<file path="src/rtl/rotate_sched_if.sv">
// Request/grant/result bundle shared by the two rotate clients and the scheduler.
// The master side is the client side. The slave side is the scheduler.
interface rotate_sched_if #(
    parameter int N  = 8,
    parameter int AW = 3
);
    logic          req0;
    logic [N-1:0]  a0;
    logic [AW-1:0] amt0;
    logic          lr0;
    logic          req1;
    logic [N-1:0]  a1;
    logic [AW-1:0] amt1;
    logic          lr1;
    logic          gnt0;
    logic          gnt1;
    logic          busy;
    logic          done;
    logic          id;
    logic [N-1:0]  y;

    modport master (
        output req0, a0, amt0, lr0, req1, a1, amt1, lr1,
        input  gnt0, gnt1, busy, done, id, y
    );

    modport slave (
        input  req0, a0, amt0, lr0, req1, a1, amt1, lr1,
        output gnt0, gnt1, busy, done, id, y
    );
endinterface

</file>
<file path="src/rtl/rotate_sched.sv">
// Round-robin scheduler for two clients sharing one rotate datapath.
// A left rotate is run as reverse, then rotate-right, then reverse.
module rotate_sched #(
    parameter int N  = 8,
    parameter int AW = 3
) (
    input  logic          clk,
    input  logic          reset,
    rotate_sched_if.slave bus
);
    typedef enum logic {IDLE, ROT} state_t;

    state_t        state_q;
    logic          ptr_q, dir_q, own_q;
    logic          gnt0_q, gnt1_q, busy_q, done_q, id_q;
    logic [N-1:0]  r_q, y_q;
    logic [AW-1:0] cnt_q;

    logic          win_d, lr_d;
    logic [N-1:0]  r_d;
    logic [AW-1:0] amt_d;

    function automatic logic [N-1:0] rev(input logic [N-1:0] x);
        logic [N-1:0] res;
        for (int i = 0; i < N; i++) res[N-1-i] = x[i];
        return res;
    endfunction

    // The pointer only matters when both clients are requesting.
    always_comb begin
        win_d = (bus.req0 && bus.req1) ? ptr_q : bus.req1;
        lr_d  = win_d ? bus.lr1 : bus.lr0;
        amt_d = win_d ? bus.amt1 : bus.amt0;
        r_d   = win_d ? bus.a1 : bus.a0;
        if (lr_d) r_d = rev(r_d);
    end

    always_ff @(posedge clk) begin
        if (reset) begin
            state_q <= IDLE;
            ptr_q   <= 1'b0;
            dir_q   <= 1'b0;
            own_q   <= 1'b0;
            gnt0_q  <= 1'b0;
            gnt1_q  <= 1'b0;
            busy_q  <= 1'b0;
            done_q  <= 1'b0;
            id_q    <= 1'b0;
            r_q     <= '0;
            y_q     <= '0;
            cnt_q   <= '0;
        end else begin
            gnt0_q <= 1'b0;
            gnt1_q <= 1'b0;
            done_q <= 1'b0;
            case (state_q)
                IDLE: begin
                    if (bus.req0 || bus.req1) begin
                        r_q     <= r_d;
                        cnt_q   <= amt_d;
                        dir_q   <= lr_d;
                        own_q   <= win_d;
                        gnt0_q  <= ~win_d;
                        gnt1_q  <= win_d;
                        ptr_q   <= ~win_d;
                        busy_q  <= 1'b1;
                        state_q <= ROT;
                    end
                end
                ROT: begin
                    if (cnt_q != '0) begin
                        r_q   <= {r_q[0], r_q[N-1:1]};
                        cnt_q <= cnt_q - 1'b1;
                    end else begin
                        y_q     <= dir_q ? rev(r_q) : r_q;
                        id_q    <= own_q;
                        done_q  <= 1'b1;
                        busy_q  <= 1'b0;
                        state_q <= IDLE;
                    end
                end
                default: state_q <= IDLE;
            endcase
        end
    end

    assign bus.gnt0 = gnt0_q;
    assign bus.gnt1 = gnt1_q;
    assign bus.busy = busy_q;
    assign bus.done = done_q;
    assign bus.id   = id_q;
    assign bus.y    = y_q;
endmodule

</file>
<file path="src/flat_wrapper.sv">
// flat-port wrapper written by rule: the top's interface ports become plain ports
module rotate_sched_flat 
#(
    parameter int N  = 8,
    parameter int AW = 3
)
  (clk, reset, bus_req0, bus_a0, bus_amt0, bus_lr0, bus_req1, bus_a1, bus_amt1, bus_lr1, bus_gnt0, bus_gnt1, bus_busy, bus_done, bus_id, bus_y);
  rotate_sched_if #(.N(N), .AW(AW)) bus_i ();
  input  logic clk;
  input  logic reset;
  input wire logic [$bits(bus_i.req0)-1:0] bus_req0;
  input wire logic [$bits(bus_i.a0)-1:0] bus_a0;
  input wire logic [$bits(bus_i.amt0)-1:0] bus_amt0;
  input wire logic [$bits(bus_i.lr0)-1:0] bus_lr0;
  input wire logic [$bits(bus_i.req1)-1:0] bus_req1;
  input wire logic [$bits(bus_i.a1)-1:0] bus_a1;
  input wire logic [$bits(bus_i.amt1)-1:0] bus_amt1;
  input wire logic [$bits(bus_i.lr1)-1:0] bus_lr1;
  output wire logic [$bits(bus_i.gnt0)-1:0] bus_gnt0;
  output wire logic [$bits(bus_i.gnt1)-1:0] bus_gnt1;
  output wire logic [$bits(bus_i.busy)-1:0] bus_busy;
  output wire logic [$bits(bus_i.done)-1:0] bus_done;
  output wire logic [$bits(bus_i.id)-1:0] bus_id;
  output wire logic [$bits(bus_i.y)-1:0] bus_y;
  assign bus_i.req0 = bus_req0;
  assign bus_i.a0 = bus_a0;
  assign bus_i.amt0 = bus_amt0;
  assign bus_i.lr0 = bus_lr0;
  assign bus_i.req1 = bus_req1;
  assign bus_i.a1 = bus_a1;
  assign bus_i.amt1 = bus_amt1;
  assign bus_i.lr1 = bus_lr1;
  assign bus_gnt0 = bus_i.gnt0;
  assign bus_gnt1 = bus_i.gnt1;
  assign bus_busy = bus_i.busy;
  assign bus_done = bus_i.done;
  assign bus_id = bus_i.id;
  assign bus_y = bus_i.y;
  rotate_sched #(.N(N), .AW(AW)) u_core (.clk(clk), .reset(reset), .bus(bus_i));
endmodule
</file>
<file path="config.mk">
export PLATFORM = sky130hd
export DESIGN_NAME = rotate_sched_flat
export DESIGN_NICKNAME = d
export VERILOG_FILES = /design/src/rtl/rotate_sched_if.sv /design/src/rtl/rotate_sched.sv /design/src/flat_wrapper.sv
export SDC_FILE = /design/constraint.sdc
export NUM_CORES = 1
export LEC_CHECK = 0
export ABC_AREA = 1
export BUFFER_PORTS_ARGS = -buffer_cell sky130_fd_sc_hd__clkbuf_2
export CAP_MARGIN = 20
export CORE_ASPECT_RATIO = 0.8
export CORE_UTILIZATION = 45
export DETAILED_ROUTE_END_ITERATION = 8
export PLACE_DENSITY_LB_ADDON = 0.1
export SLEW_MARGIN = 20
export SYNTH_ARGS = -nofsm -noshare
export SYNTH_HDL_FRONTEND = slang
export SYNTH_SLANG_ARGS = --single-unit
</file>
<file path="constraint.sdc">
create_clock -name clk -period 1.6 [get_ports clk]
set_input_delay 0.32 -clock clk [delete_from_list [all_inputs] [get_ports clk]]
set_output_delay 0.32 -clock clk [all_outputs]
set_load 0.05 [all_outputs]
</file>
==> impl_metrics.csv, run 1 <==
group,metric,value,unit
sta,min_period,1.370,ns
power_and_ir_drop,swShare,36.74,%
power_and_ir_drop,total_power,0.001941,W
route,highest_layer,"met4",
sta,slew_viol_final,0,
floorplan,pin_count,41,
critical_path,setup.worst_path.start,"u_core.cnt_q[0]",
route,drt_first_pass_iters,4,
power_and_ir_drop,combPwrFrac,33.4,%
final_layout,num_antenna_cells,0,
floorplan,rows,18,
synth,synth-main-ff-cell,"dfxtp_1",
critical_path,r2r_start,"u_core.cnt_q[0]",
critical_path,crit_end,"u_core.r_q[6]",
synth,synth-edff-count,0,
synth,synth-seq-area-share,38.10,%
sta,slew_headroom,76.23,%
synth,yosysMostFrequentCell,"nand2_1",
final_layout,fin_nets,297,
power_and_ir_drop,p_sw,0.0007133,W
floorplan,core,0.003108,mm²
sta,fmax,729.8,MHz
power_and_ir_drop,seq_power_share,44.7,%
route,via_count,1514,
synth,yosysTopAreaCellShare,38.10,%
clocking,cts.sinks,28,
status,run_status,"finished clean",
critical_path,cp.arrival,1.57,ns
sta,tns,0,ns
clocking,cts-root-buf,"clkbuf_8",
grt,grt_pass1_wl,5.326,mm
synth,yosys-top-cells-area,"dfxtp_1 (38%), nand2_1 (15%), a21oi_1 (7.8%)",
power_and_ir_drop,internal_power,0.001228,W
sta,finalSetupViolations,0,
place,numPortBuffers,40,
clocking,ctsHoldBuffers,0,
critical_path,end_kind,"flip-flop",
place,gp_congestion,0.7986,
synth,yosysUniqueCellTypes,24,
critical_path,start_kind,"flip-flop",
power_and_ir_drop,powerDensity,1086,mW/mm²
synth,synth_async_sr_flop_share,0,%
synth,synthesis.nets,256,
power_and_ir_drop,power_leakage,0.9262,nW
clocking,insertion_delay,0.27,ns
critical_path,worstReg2RegEnd,"u_core.r_q[6]",
sta,holdWs,0.3133,ns
floorplan,initial_utilization,47.34,%
place,place.detailed.hpwl,2.413,mm
route,wl_met3,121,µm
synth,synthCells,226,
synth,ys_ff_latch,28,
power_and_ir_drop,p_clk_share,22.0,%
clocking,clockBufferDepth,2,
sta,skew,0.002301,ns
clocking,cts_made_buffers,3,
power_and_ir_drop,vdd_drop_max,0.7250,mV
synth,syn_area_per_cell,6.511,µm²
clocking,clk_pin_slew,0.09,ns
critical_path,reg2reg_depth,7,
route,drt_wl_total,3.090,mm
final_layout,synthToLayoutAreaGrowth,21.51,%
route,viasPerCell,4.948,
grt,grt_pass1_vias,1255,
route,wl_met2,1.394,mm
grt,grt_max_degree,20,
hold_path,worst_hold_path_type,"primary input to flip-flop",
route,avgRoutedWirePerCell,10.10,µm
grt,grt_usage,19.68,%
grt,antenna_found_initial,0,
route,drtIter0Drc,53,
sta,period_share,85.64,%
flow_run,max_cap_viol_count,0,
synth,synth_top_area_cell,"dfxtp_1",
clocking,cts_htree_levels,1,
critical_path,ff2ff_setup_slack,0.23,ns
synth,yosys_warnings,0,
grt,grt_overflow,0,
final_layout,fillCellCount,333,
clocking,cts_setup_buffers,0,
critical_path,cp.required,1.80,ns
sta,finalHoldViolCount,0,
synth,synthTopCellsByCount,"nand2_1 (60), dfxtp_1 (28), inv_1 (28)",
route,postRouteAntennaNets,0,
floorplan,die_x,65.93,µm
sta,worst_pin_slew,0.3557,ns
floorplan,dieArea,0.003504,mm²
critical_path,cp_max_fo,10,
synth,synth_area,0.001471,mm²
clocking,cts-resized-gates,0,
floorplan,fp.dieH,53.15,µm
final_layout,layout-drive-gt1-share,22.18,%
clocking,cts_tree,"done",
sta,rsz0062_at_grt,"no",
critical_path,crit_type,"flip-flop to flip-flop",
route,wl_met1,1.564,mm
route,remaining_drc_errors,0,
-- area by class of cell --
class | instances | area [µm²] | share of cell area [%]
tap | 40 | 50.05 | 2.799
multi-input combinational | 156 | 740.7 | 41.43
clock buffer | 4 | 55.05 | 3.079
timing repair buffer | 47 | 265.3 | 14.84
inverter | 31 | 116.4 | 6.508
sequential | 28 | 560.5 | 31.35
-- sequential cells by signal (all words and copies together) (netlist names) --
register	flops
u_core.bus.y	8
u_core.r_q	8
u_core.cnt_q	3
u_core.bus.busy	1
u_core.bus.done	1
u_core.bus.gnt0	1
u_core.bus.gnt1	1
u_core.bus.id	1
u_core.dir_q	1
u_core.own_q	1
u_core.ptr_q	1
u_core.state_q	1
-- metal layers --
layer  GRT usage, %  vias up
li1               -      811
met1          25.79      672
met2          34.01       29
met3          3.879        2
met4          3.191        0
met5              0        -
-- logic make-up after synthesis --
logic type      synth area share (%)
buf+inv                        11.56
flops                          38.10
compound gates                 20.66
fa+ha+maj                      1.700
simple gates                   27.98
-- power groups by stage --
stage          Sequential [W]  Combinational, W  Clock, W
2_1_floorplan         0.00101          0.000359         0
3_3_place_gp         0.000884          0.000645         0
3_5_place_dp         0.000884          0.000650         0
4_1_cts              0.000867          0.000653  0.000440
5_1_grt              0.000880          0.000728  0.000465
6_report             0.000867          0.000648  0.000427
-- stage by stage --
step / std cells / setup slack [ns] / utilization (%) / cell area (µm²)
after floorplan: 226 / 0.3084 / - / 1471
after global placement: 302 / 0.2532 / 55.76 / 1733
after detailed placement: 302 / 0.2390 / 55.76 / 1733
after CTS: 306 / 0.2205 / 57.53 / 1788
after global routing: 306 / 0.07965 / 57.53 / 1788
final: 306 / 0.2297 / 57.53 / 1788
-- cells in the final DEF, fill, tap and decap left out --
| cell | instances |
|---|---|
| nand2_2 | 2 |
| o21ai_0 | 13 |
| inv_2 | 2 |
| buf_12 | 1 |
| clkbuf_8 | 4 |
| inv_1 | 28 |
| o21ai_1 | 10 |
| a31oi_1 | 8 |
| or2_2 | 1 |
| dfxtp_1 | 28 |
| nor2_4 | 1 |
| nand3_1 | 18 |
| buf_4 | 6 |
| a211oi_1 | 1 |
| nand2_1 | 60 |
| nand3b_1 | 2 |
| nor2_1 | 12 |
| clkbuf_2 | 40 |
| o211ai_1 | 1 |
| a21oi_2 | 1 |
| a21oi_1 | 23 |
| clkinv_1 | 1 |
| ha_1 | 2 |
| nor2_2 | 1 |
-- worst max-delay path, cell delays in order (launching register included) --
cell and delay (ns):
dfxtp_1 0.32, inv_1 0.09, ha_1 0.16, nand2_1 0.11, a21oi_2 0.23, buf_4 0.20
a21oi_1 0.05, a21oi_1 0.14
-- how the worst min path moves through the flow --
stage / from / endpoint / slack (ns) / depth (start not counted)
after global placement: u_core.own_q / u_core.own_q / 0.46 / 2
after global routing: reset / u_core.state_q / 0.32 / 2
after floorplan: reset / u_core.cnt_q[2] / 0.39 / 1
final: reset / u_core.own_q / 0.31 / 2
after CTS: reset / u_core.cnt_q[2] / 0.31 / 2
after detailed placement: u_core.own_q / u_core.own_q / 0.46 / 2
Note: power is estimated with default switching activity, not from simulation.
==> inputs of run 2 (changes only) <==
--- a/config.mk
+++ b/config.mk
@@ -6,11 +6,11 @@
 export NUM_CORES = 1
 export LEC_CHECK = 0
 export ABC_AREA = 1
-export BUFFER_PORTS_ARGS = -buffer_cell sky130_fd_sc_hd__clkbuf_2
 export CAP_MARGIN = 20
 export CORE_ASPECT_RATIO = 0.8
 export CORE_UTILIZATION = 45
 export DETAILED_ROUTE_END_ITERATION = 8
+export DONT_BUFFER_PORTS = 1
 export PLACE_DENSITY_LB_ADDON = 0.1
 export SLEW_MARGIN = 20
 export SYNTH_ARGS = -nofsm -noshare
==> run 2 against run 1 <==
  * Worst hold slack worse by 0.21 ns
  * Non-clock buffer count fell by 39
  * Final area is 12% lower
  * Clock power fell by 14%
  * Sequential power is 14% higher
  * Final cell count is 13% lower
  * Die area is the same
  * Largest cell class unchanged
  * Routed wire length grew 3.8%
  * Largest power group unchanged
==> impl_metrics.csv, run 2 (synthesis results as in run 1) <==
group,metric,value,unit
route,wl_met1,1.470,mm
floorplan,pin_count,41,
critical_path,reg2reg_depth,6,
status,run_status,"finished clean",
grt,grt_max_degree,22,
critical_path,cp.arrival,1.63,ns
floorplan,die_x,65.93,µm
place,dp.cells,263,
clocking,cts_tree,"done",
critical_path,crit_family,"simple AND/OR/NAND/NOR gates",
grt,antenna_found_initial,0,
critical_path,start_kind,"flip-flop",
grt,grt_usage,20.25,%
flow_run,max_cap_viol_count,0,
clocking,cts_made_buffers,3,
critical_path,worst_path_max_delay_cell,"nor2_4",
route,drt_first_pass_iters,4,
hold_path,hold_path_depth,1,
sta,fmax,693.0,MHz
critical_path,crit_chain,"inv_1 > ha_1 > nand2_1 > nor2_4 > o21ai_0 > a31oi_1",
final_layout,synthToLayoutAreaGrowth,7.143,%
sta,rsz0062_at_grt,"no",
final_layout,fin_cells,266,
critical_path,cp.buffers_inverters,1,
grt,grt_overflow,0,
floorplan,dieArea,0.003504,mm²
critical_path,max_stage_delay,0.33,ns
clocking,clockBufferDepth,2,
critical_path,cp_max_fo,19,
power_and_ir_drop,power_leakage,0.7511,nW
sta,worst_pin_slew,0.5355,ns
route,wl_met2,1.572,mm
route,avgRoutedWirePerCell,12.05,µm
critical_path,r2r_start,"u_core.cnt_q[0]",
floorplan,core,0.003108,mm²
route,remaining_drc_errors,0,
critical_path,end_kind,"flip-flop",
floorplan,initial_utilization,47.34,%
sta,slew_headroom,64.26,%
route,via_count,1379,
grt,grt_pass1_vias,1343,
floorplan,fp.dieH,53.15,µm
sta,finalHoldViolCount,0,
sta,finalSetupViolations,0,
clocking,cts.sinks,28,
power_and_ir_drop,vdd_drop_max,0.8087,mV
final_layout,final_cell_mix,"nand2_1 (60), inv_1 (28), dfxtp_1 (28)",
sta,holdWs,0.1034,ns
route,viasPerCell,5.184,
critical_path,ff2ff_setup_slack,0.16,ns
place,gp_congestion,0.8568,
place,place.detailed.hpwl,2.465,mm
grt,grt_pass1_wl,5.457,mm
sta,period_share,90.19,%
power_and_ir_drop,total_power,0.001837,W
critical_path,worstReg2RegEnd,"u_core.bus.y[0]",
critical_path,cp.required,1.79,ns
clocking,cts_htree_levels,1,
hold_path,hold_start,"reset",
clocking,cts-root-buf,"clkbuf_8",
hold_path,holdPathEnd,"u_core.own_q",
route,drt_wl_total,3.206,mm
final_layout,num_antenna_cells,0,
sta,min_period,1.443,ns
final_layout,fin_nets,258,
clocking,clk_pin_slew,0.09,ns
clocking,insertion_delay,0.27,ns
power_and_ir_drop,powerDensity,1165,mW/mm²
final_layout,finish.utilization,50.72,%
floorplan,rows,18,
route,highest_layer,"met4",
place,numPortBuffers,0,
route,postRouteAntennaNets,0,
final_layout,layout-drive-gt1-share,8.407,%
route,drtIter0Drc,48,
sta,skew,0.008540,ns
sta,tns,0,ns
hold_path,worst_hold_path_type,"primary input to flip-flop",
final_layout,layout_commonest_cell,"nand2_1",
route,wl_met3,142,µm
critical_path,crit_type,"flip-flop to flip-flop",
sta,slew_viol_final,0,
run 2: cell types whose count changed in the layout (fill, tap and decap cells not counted):
cell,before,now
a21oi_2,1,0
a21oi_4,0,1
buf_12,1,0
buf_4,6,8
clkbuf_2,40,0
clkbuf_8,4,3
run 2: timing repair:
| item | CTS | global route |
|---|---|---|
| gates resized for setup | 0 | 1 |
| hold buffers | 0 | 0 |
| endpoints found under the setup margin | 0 | 2 |
| setup buffers | 0 | 0 |
run 2: final cells by class:
cell class | count | area [µm²]
Clock buffer | 3 | 41.29
Fill cell | 333 | 1531
Inverter | 31 | 116.4
Multi-Input combinational cell | 156 | 748.2
Sequential cell | 28 | 560.5
Tap cell | 40 | 50.05
Timing Repair Buffer | 8 | 60.06
run 2: through the flow:
step / setup WS (ns) / area, µm²
finish: 0.1570 / 1577
global route: 0.01425 / 1577
CTS: 0.1358 / 1569
detailed placement: 0.1690 / 1528
global placement: 0.2648 / 1528
floorplan: 0.3084 / 1471
run 2: power by group:
group	total, W	internal (W)	switching, W
Clock	0.000367	0.000169	0.000198
Combinational	0.000481	0.000173	0.000308
Sequential	0.000989	0.000797	0.000192
run 2: per-layer routing:
metal  vias up  track usage (%)
met5         -                0
met3         2            5.819
met1       623            22.38
li1        727                -
met4         0            3.901
met2        27            38.61
run 2: worst max-delay path by stage:
stage	from	cells past startpoint	endpoint
floorplan	u_core.cnt_q[0]	8	u_core.cnt_q[1]
global placement	u_core.cnt_q[0]	7	u_core.r_q[5]
detailed placement	u_core.cnt_q[0]	7	u_core.r_q[3]
CTS	u_core.cnt_q[0]	7	u_core.r_q[6]
global route	u_core.cnt_q[0]	6	u_core.bus.y[7]
finish	u_core.cnt_q[0]	6	u_core.bus.y[0]
==> inputs of run 3 (changes only) <==
--- a/config.mk
+++ b/config.mk
@@ -9,9 +9,11 @@
 export CAP_MARGIN = 20
 export CORE_ASPECT_RATIO = 0.8
 export CORE_UTILIZATION = 45
+export CTS_BUF_LIST = sky130_fd_sc_hd__clkbuf_4
 export DETAILED_ROUTE_END_ITERATION = 8
 export DONT_BUFFER_PORTS = 1
 export PLACE_DENSITY_LB_ADDON = 0.1
+export REMOVE_ABC_BUFFERS = 1
 export SLEW_MARGIN = 20
 export SYNTH_ARGS = -nofsm -noshare
 export SYNTH_HDL_FRONTEND = slang
==> run 3 against run 2 <==
  * Sequential power down 2.1%
  * Worst hold slack worse by 0.072 ns
  * Global-route usage up 1.4 points
  * Combinational power up 6.4%
  * Routed wire length up 7.0%
  * Register-to-register slack worse by 0.02 ns
  * Via count up 2.5%
  * Final cell count up 0.75%
  * Die area unchanged
==> impl_metrics.csv, run 3 (synthesis results as in run 1) <==
group,metric,value,unit
floorplan,fp.dieH,53.15,µm
critical_path,r2r_start,"u_core.cnt_q[0]",
grt,grt_util_met2,38.61,%
floorplan,die_x,65.93,µm
final_layout,finish.utilization,50.24,%
clocking,ctsHoldBuffers,0,
sta,rsz0062_at_grt,"no",
route,via_count,1414,
critical_path,ff2ff_setup_slack,0.14,ns
floorplan,core,0.003108,mm²
route,drtIter0Drc,45,
final_layout,layout-drive-gt1-share,8.772,%
final_layout,final_cell_mix,"nand2_1 (60), inv_1 (28), dfxtp_1 (28)",
grt,antenna_found_initial,0,
clocking,clk_pin_slew,0.15,ns
grt,grt_usage,21.66,%
sta,holdWs,0.03179,ns
floorplan,pin_count,41,
place,dp_slack,0.1930,ns
route,viasPerCell,5.276,
clocking,cts-resized-gates,0,
flow_run,max_cap_viol_count,0,
clocking,cts.sinks,28,
sta,period_share,91.14,%
grt,grt_pass1_wl,5.699,mm
critical_path,end_kind,"flip-flop",
sta,finalSetupViolations,0,
floorplan,dieArea,0.003504,mm²
critical_path,cp.required,1.86,ns
floorplan,initial_utilization,47.34,%
place,place.detailed.hpwl,2.586,mm
sta,fmax,685.7,MHz
clocking,cts_htree_levels,1,
power_and_ir_drop,power_leakage,0.7490,nW
sta,slew_headroom,63.28,%
power_and_ir_drop,vdd_drop_max,0.5930,mV
sta,min_period,1.458,ns
clocking,cts-root-buf,"clkbuf_4",
critical_path,crit_type,"flip-flop to flip-flop",
final_layout,fin_nets,259,
route,drt_first_pass_iters,5,
critical_path,setup.worst_path.start,"u_core.cnt_q[0]",
place,numPortBuffers,0,
sta,tns,0,ns
hold_path,worst_hold_path_type,"primary input to flip-flop",
final_layout,finish.instance_area,0.001562,mm²
sta,skew,0.009245,ns
grt,grt_overflow,0,
sta,slew_viol_final,0,
critical_path,start_kind,"flip-flop",
route,drt_wl_total,3.429,mm
status,run_status,"finished clean",
place,placed_cell_area,0.001535,mm²
route,postRouteAntennaNets,0,
grt,grt_max_degree,22,
hold_path,hold_start,"reset",
final_layout,num_antenna_cells,0,
hold_path,hold_path_depth,1,
final_layout,fillCellCount,325,
grt,grt_pass1_vias,1290,
sta,timing.final.ws_setup,0.1417,ns
power_and_ir_drop,powerDensity,1139,mW/mm²
final_layout,layout_commonest_cell,"nand2_1",
clocking,insertion_delay,0.33,ns
hold_path,holdPathEnd,"u_core.cnt_q[2]",
clocking,cts_tree,"done",
sta,finalHoldViolCount,0,
floorplan,rows,18,
clocking,clockBufferDepth,2,
final_layout,register_area,560.5,µm²
sta,worst_pin_slew,0.5503,ns
grt,top_usage_layer,"met2",
route,remaining_drc_errors,0,
final_layout,multi_input_area,740.7,µm²
route,avgRoutedWirePerCell,12.79,µm
clocking,cts_setup_buffers,0,
critical_path,worstReg2RegEnd,"u_core.r_q[6]",
critical_path,cp_max_fo,10,
critical_path,reg2reg_depth,7,
place,gp_congestion,0.8872,
final_layout,synthToLayoutAreaGrowth,6.123,%
clocking,cts_made_buffers,3,
critical_path,cp.arrival,1.72,ns
grt,grtUsageMet3,5.603,%
grt,grt_use_met1,26.59,%
[run 3: changes by cell type in the layout (fill, tap and decap cells not counted)]
cell and change:
a21oi_4 -1, clkbuf_8 -3, clkinv_1 +1, clkbuf_4 +3, a21oi_2 +1, buf_4 +1
[run 3: worst max-delay path by stage]
stage	to	slack [ns]	cells after the start
global route	u_core.bus.y[3]	0.02	6
detailed placement	u_core.bus.y[6]	0.19	6
finish	u_core.r_q[6]	0.14	7
CTS	u_core.bus.y[6]	0.17	6
global placement	u_core.r_q[6]	0.29	8
floorplan	u_core.r_q[3]	0.14	7
[run 3: layout make-up]
type	count	share of cell area [%]
Tap cell	40	3.205
Timing Repair Buffer	9	4.327
Multi-Input combinational cell	156	47.44
Clock buffer	3	1.442
Sequential cell	28	35.90
Clock inverter	1	0.2404
Inverter	31	7.452
[run 3: worst max-delay path, stage by stage (launching register included)]
cell and delay, ns:
dfxtp_1 0.34, inv_1 0.10, ha_1 0.15, nand2_1 0.11
a21oi_2 0.26, buf_4 0.22, a21oi_1 0.05, a21oi_1 0.15
[run 3: per-stage QoR]
stage,total power [W],instances
after floorplan,0.001340,215
after global placement,0.001469,264
after detailed placement,0.001494,264
after CTS,0.001789,268
after global routing,0.001898,268
final,0.001779,268
[run 3: metal layers]
layer	share of wire, %	vias up
li1	-	737
met1	50	645
met2	46	30
met3	3.8	2
met4	0.70	0
met5	0	-
[run 3: where the power goes]
part | total (W) | internal, W | switching [W]
clock network | 0.000299 | 0.0000916 | 0.000208
logic | 0.000512 | 0.000175 | 0.000337
registers | 0.000968 | 0.000797 | 0.000171
total | 0.00178 | 0.00106 | 0.000715
